$ cat src/rtl/board_pkg.sv
// Shared board geometry, cell type and row-server FSM states.
// Used by the row server, the colour mapper and the game logic.
package board_pkg;
    localparam int BOARD_COLS = 10;
    localparam int BOARD_ROWS = 20;
    localparam int CELL_W     = 16;
    localparam int ADDR_W     = 8;
    localparam int CELLS      = BOARD_ROWS * BOARD_COLS;

    typedef logic [CELL_W-1:0] cell_t;
    typedef logic [ADDR_W-1:0] addr_t;

    typedef enum logic [2:0] {CLEAR, IDLE, READ, DRAIN, COMMIT} state_t;

    function automatic addr_t cell_addr(input logic [7:0] row, input logic [3:0] col);
        return addr_t'(row * addr_t'(BOARD_COLS)) + addr_t'(col);
    endfunction
endpackage

$ cat src/rtl/board_ram.sv
// Single-port board storage with synchronous read, one-cycle latency.
module board_ram
    import board_pkg::*;
(
    input  logic  clk_i,
    input  logic  we_i,
    input  addr_t addr_i,
    input  cell_t wdata_i,
    output cell_t rdata_o
);
    cell_t mem_q [CELLS];

    always_ff @(posedge clk_i) begin
        if (we_i) begin
            mem_q[addr_i] <= wdata_i;
        end else begin
            rdata_o <= mem_q[addr_i];
        end
    end
endmodule

$ cat src/rtl/board_row_server.sv
// Serves whole-row fetches of the board to the colour mapper and takes cell writes
// from game logic, which pre-empt fetch reads on the shared RAM port.
module board_row_server
    import board_pkg::*;
(
    input  logic       Clk,
    input  logic       reset,
    input  logic       LD_Row,
    input  logic [7:0] rowNum,
    input  logic       wr_en,
    input  logic [4:0] wr_row,
    input  logic [3:0] wr_col,
    input  cell_t      wr_data,
    output cell_t      Row [BOARD_COLS],
    output logic       rowReady,
    output logic       busy
);
    state_t     state_q;
    addr_t      clr_q;
    logic [3:0] col_q;
    logic [7:0] req_row_q;
    logic       pend_q;
    logic [7:0] pend_row_q;
    logic       ld_q;
    logic       rd_vld_q;
    logic [3:0] rd_col_q;
    cell_t      shadow_q [BOARD_COLS];
    cell_t      row_q [BOARD_COLS];
    logic       ready_q;

    logic       req;
    logic       wr_ok;
    logic       issue;
    logic [7:0] acc_row;
    logic       ram_we;
    addr_t      ram_addr;
    cell_t      ram_wdata;
    cell_t      ram_rdata;

    assign req     = LD_Row & ~ld_q;
    assign wr_ok   = wr_en && (state_q != CLEAR) && (int'(wr_row) < BOARD_ROWS)
                     && (int'(wr_col) < BOARD_COLS);
    assign issue   = (state_q == READ) && !wr_ok;
    assign acc_row = req ? rowNum : pend_row_q;

    always_comb begin
        ram_we    = 1'b0;
        ram_addr  = cell_addr(req_row_q, col_q);
        ram_wdata = '0;
        if (state_q == CLEAR) begin
            ram_we   = 1'b1;
            ram_addr = clr_q;
        end else if (wr_ok) begin
            ram_we    = 1'b1;
            ram_addr  = cell_addr({3'b000, wr_row}, wr_col);
            ram_wdata = wr_data;
        end
    end

    board_ram u_ram (
        .clk_i   (Clk),
        .we_i    (ram_we),
        .addr_i  (ram_addr),
        .wdata_i (ram_wdata),
        .rdata_o (ram_rdata)
    );

    always_ff @(posedge Clk) begin
        if (reset) begin
            state_q    <= CLEAR;
            clr_q      <= '0;
            col_q      <= '0;
            req_row_q  <= '0;
            pend_q     <= 1'b0;
            pend_row_q <= '0;
            ld_q       <= 1'b0;
            rd_vld_q   <= 1'b0;
            rd_col_q   <= '0;
            shadow_q   <= '{default: '0};
            row_q      <= '{default: '0};
            ready_q    <= 1'b0;
        end else begin
            ld_q     <= LD_Row;
            ready_q  <= 1'b0;
            rd_vld_q <= issue;
            rd_col_q <= col_q;
            if (rd_vld_q) begin
                shadow_q[rd_col_q] <= ram_rdata;
            end
            // One-deep slot; a newer request overwrites an older one.
            if (req && state_q != CLEAR && state_q != IDLE) begin
                pend_q     <= 1'b1;
                pend_row_q <= rowNum;
            end
            case (state_q)
                CLEAR: begin
                    if (clr_q == addr_t'(CELLS - 1)) begin
                        state_q <= IDLE;
                    end else begin
                        clr_q <= clr_q + 1'b1;
                    end
                end
                IDLE: begin
                    if (req || pend_q) begin
                        pend_q    <= 1'b0;
                        req_row_q <= acc_row;
                        if (int'(acc_row) >= BOARD_ROWS) begin
                            shadow_q <= '{default: '0};
                            row_q    <= '{default: '0};
                            ready_q  <= 1'b1;
                            state_q  <= COMMIT;
                        end else begin
                            col_q   <= '0;
                            state_q <= READ;
                        end
                    end
                end
                READ: begin
                    if (issue) begin
                        if (col_q == 4'(BOARD_COLS - 1)) begin
                            state_q <= DRAIN;
                        end else begin
                            col_q <= col_q + 1'b1;
                        end
                    end
                end
                DRAIN: begin
                    // Last word bypasses the shadow so Row is complete on entering COMMIT.
                    row_q                 <= shadow_q;
                    row_q[BOARD_COLS - 1] <= ram_rdata;
                    ready_q               <= 1'b1;
                    state_q               <= COMMIT;
                end
                COMMIT: state_q <= IDLE;
                default: state_q <= CLEAR;
            endcase
        end
    end

    assign Row      = row_q;
    assign rowReady = ready_q;
    assign busy     = (state_q != IDLE);
endmodule

$ cat config.mk
export PLATFORM = sky130hd
export DESIGN_NAME = board_row_server
export DESIGN_NICKNAME = d
export VERILOG_FILES = /design/src/rtl/board_pkg.sv /design/src/rtl/board_ram.sv /design/src/rtl/board_row_server.sv
export SDC_FILE = /design/constraint.sdc
export NUM_CORES = 2
export LEC_CHECK = 0
export ABC_AREA = 1
export BUFFER_PORTS_ARGS = -buffer_cell sky130_fd_sc_hd__buf_2
export CORE_MARGIN = 2
export CORE_UTILIZATION = 31
export CTS_CLUSTER_DIAMETER = 30
export DETAILED_ROUTE_END_ITERATION = 16
export PLACE_DENSITY = 0.57
export SLEW_MARGIN = 20
export SYNTH_ARGS = -nofsm -noshare
export SYNTH_HDL_FRONTEND = slang
export SYNTH_SLANG_ARGS = --single-unit
$ cat constraint.sdc
create_clock -name Clk -period 9.8 [get_ports Clk]
set_clock_uncertainty 0.15 [all_clocks]
set_input_delay 1.47 -clock Clk [delete_from_list [all_inputs] [get_ports Clk]]
set_output_delay 1.47 -clock Clk [all_outputs]
set_load 0.02 [all_outputs]
==> flow_metrics.env <==
export IMPL_antenna_left=0
export IMPL_drc=0
export IMPL_die_w_um=697.1
export IMPL_wirelength_um=453800
export IMPL_top_usage_layer="met2"
export IMPL_path_delay_family="simple AND/OR/NAND/NOR gates"
export IMPL_cts_setup_buffers=0
export IMPL_grt_usage_pct=17.91
export IMPL_crit_path_end_kind="flip-flop"
export IMPL_ys_top_cells_by_count="nand2_1 (7650), edfxtp_1 (3216), nand3_1 (874)"
export IMPL_synthMuxAreaShare_pct=0
export IMPL_cp_arrival_ns=7.02
export IMPL_fmax_ghz=0.1555
export IMPL_final_layout_size_suffix_gt1_share_pct=11.28
export IMPL_timing_hold_ws_ns=0.3003
export IMPL_die_area_sq_um=485900
export IMPL_cts_buffer_depth=4
export IMPL_cts_resized=0
export IMPL_synth_top_family_by_area="simple AND/OR/NAND/NOR gates"
export IMPL_vias=105700
export IMPL_synthAdderAreaFrac_pct=0.2386
export IMPL_startpoint_type="input pin"
export IMPL_portBuffers=198
export IMPL_drt_iter0_markers=12220
export IMPL_worst_slew_pin_slew_ns=1.297
export IMPL_seq_area_frac_synth_pct=69.45
export IMPL_finalHoldViolCount=0
export IMPL_dp_hpwl_um=242000
export IMPL_max_stage_delay_ns=0.76
export IMPL_p_leak_uw=0.07731
export IMPL_rsz0062_at_grt="no"
export IMPL_power_density_nw_per_um2=291.6
export IMPL_antenna_found_initial=18
export IMPL_grt_met3_usage_pct=3.622
export IMPL_crit_required_ns=10.39
export IMPL_status="finished, final reports clean"
export IMPL_synth_xor_area_share_pct=0.06470
export IMPL_cap_violations=0
export IMPL_critical_path_class="input pin to flip-flop"
export IMPL_worst_slack_ns=3.371
export IMPL_ys_warnings_count=0
export IMPL_ir_drop_uv=358.3
export IMPL_setup_viol=0
export IMPL_finalCriticalPeriod_ns=6.429
export IMPL_period_share_pct=65.60
export IMPL_hold_path_class="flip-flop to flip-flop"
export IMPL_synth_area_sq_um=148900
export IMPL_cp_common_cell="nand2_1"
export IMPL_numCtsBuffers=718
export IMPL_finalInstanceArea_sq_um=182100
export IMPL_placed_area_sq_um=157100
export IMPL_clkTransAtPathRegs_ns=0.05
export IMPL_yosysTopAreaCell="edfxtp_1"
export IMPL_std_cell_rows=254
export IMPL_cts_sinks=3558
export IMPL_fin_nets=15070
export IMPL_cts_hold_buffers_added=0
export IMPL_die_h_um=697.1
export IMPL_grt_ovfl_total=0
export IMPL_vias_per_cell=4.802
export IMPL_synth_area_top_cells="edfxtp_1 (65%), nand2_1 (19%), dfxtp_1 (4.6%)"
export IMPL_cts_tree="built"
export IMPL_synth_net_count=14710
export IMPL_finalWeightedCongestion=0.8829
export IMPL_core_sq_um=478600
export IMPL_slew_violations=0
export IMPL_crit_fanout=19
export IMPL_first_pass_iters=6
export IMPL_grt_pass1_vias=98970
export IMPL_slowest_stage="nand2_1"
export IMPL_stdcell_count=22020
export IMPL_critical_path_cell_chain="buf_2, ha_1, ha_1, fa_1, nand2_1, a21oi_1, o21ai_0, o21ai_1, nand2_1, inv_2, buf_4, nand2_1, nor2_1, buf_4"
export IMPL_relSlewSlack_pct=13.50
export IMPL_post_place_ws_ns=2.402
export IMPL_syn_inst=14650
export IMPL_grt_max_degree=199
export IMPL_synth_cell_types=42
export IMPL_insertion_delay_ns=1.05
export IMPL_path_buf_inv=4
export IMPL_avgSynthCellArea_sq_um=10.17
export IMPL_tns_ns=0
export IMPL_ios=199
export IMPL_synth_compound_area_share_pct=2.449
export IMPL_placed_cells=20690
export IMPL_cts_root_buf="clkbuf_16"
export IMPL_wl_per_cell_um=20.61
export IMPL_yosys_area_share_simple_pct=24.24
export IMPL_synth_ff_type="edfxtp_1"
export IMPL_initial_utilization_pct=31.11
export IMPL_ys_ff_latch=3558
export IMPL_synth_most_common_cell="nand2_1"
export IMPL_htreeDepth=6
export IMPL_use_met1_pct=25.05
export IMPL_async_flop_share_pct=0
export IMPL_syn2layout_area_growth_pct=22.30
export IMPL_grt_pass1_wl_um=663200
export IMPL_synth_top_cell_area_share_pct=64.85
export IMPL_met2_usage_pct=27.49
export IMPL_synth_edff_count=3216
per-stage QoR:
step	total power, uW	util [%]
after detailed placement	28520	32.83
after global placement	28510	32.82
after floorplan	24160	-
final	53100	38.05
after global routing	55050	38.05
after CTS	53260	38.04
flip-flops by register name, indices dropped and copies added (netlist names):
signal         flops
rd_col_q           4
clr_q              8
pend_q             1
col_q              4
state_q            3
ld_q               1
u_ram.mem_q     3200
rowReady           1
rd_vld_q           1
u_ram.rdata_o     16
shadow_q         144
req_row_q          7
Row              160
pend_row_q         8
worst paths after layout:
kind              depth (start not counted)                  startpoint                          end  slack [ns]
setup reg to reg                         13   req_row_q[1]$_SDFFE_PP0P_  u_ram.mem_q[6][6]$_DFFE_PP_        3.75
hold / removal                            2  pend_row_q[4]$_SDFFE_PP0P_   pend_row_q[4]$_SDFFE_PP0P_        0.30
setup / recovery                         14                   wr_row[1]  u_ram.mem_q[6][6]$_DFFE_PP_        3.37
hold reg to reg                           2  pend_row_q[4]$_SDFFE_PP0P_   pend_row_q[4]$_SDFFE_PP0P_        0.30
placed cells by master, fill, tap and decap left out, drive strengths merged, types with 8 or more instances in the layout:
cell,instances
ha,22
xor2,8
a21oi,38
o211ai,145
nand4,20
edfxtp,3216
nand3,874
a211oi,17
a22oi,175
inv,387
nor3,15
diode,8
dfxtp,342
clkinv,288
nand2,7655
o21ai,168
bufinv,103
clkinvlp,68
nor2,706
clkbuf,831
buf,514
cells by family (layout without fill, tap and decap cells):
logic type / Yosys count / after routing
buffers and inverters: 1222 / 2191
other: 0 / 8
AO/OA/AOI/OAI: 552 / 552
AND/OR/NAND/NOR: 9276 / 9276
XOR/XNOR: 11 / 11
flip-flops: 3558 / 3558
adder cells (fa/ha/maj): 26 / 26
routing by layer:
metal,vias to the layer above,share of wire (%)
met5,-,0.012
met4,8,3.7
met3,812,8.9
met2,4408,44
met1,51140,43
li1,49380,-
cell type report:
class | instances | area, sq um
fillers | 46250 | 296500
flip-flops and latches | 3558 | 103400
multi-input cells | 9865 | 40550
clock buffers | 831 | 18610
well taps | 6400 | 8008
clock inverters | 496 | 6345
repair buffers | 514 | 3811
inverters | 350 | 1349
diodes | 8 | 20.02
tightest hold or removal path, stage by stage, from the launching register on:
cell     delay [ns]
dfxtp_1        0.29
inv_1          0.05
a21oi_1        0.06
power breakdown:
part	switching, uW	internal (uW)
Sequential	221	16800
Clock	8350	16400
Combinational	8950	2420
Power figures use the tool's default switching activity.
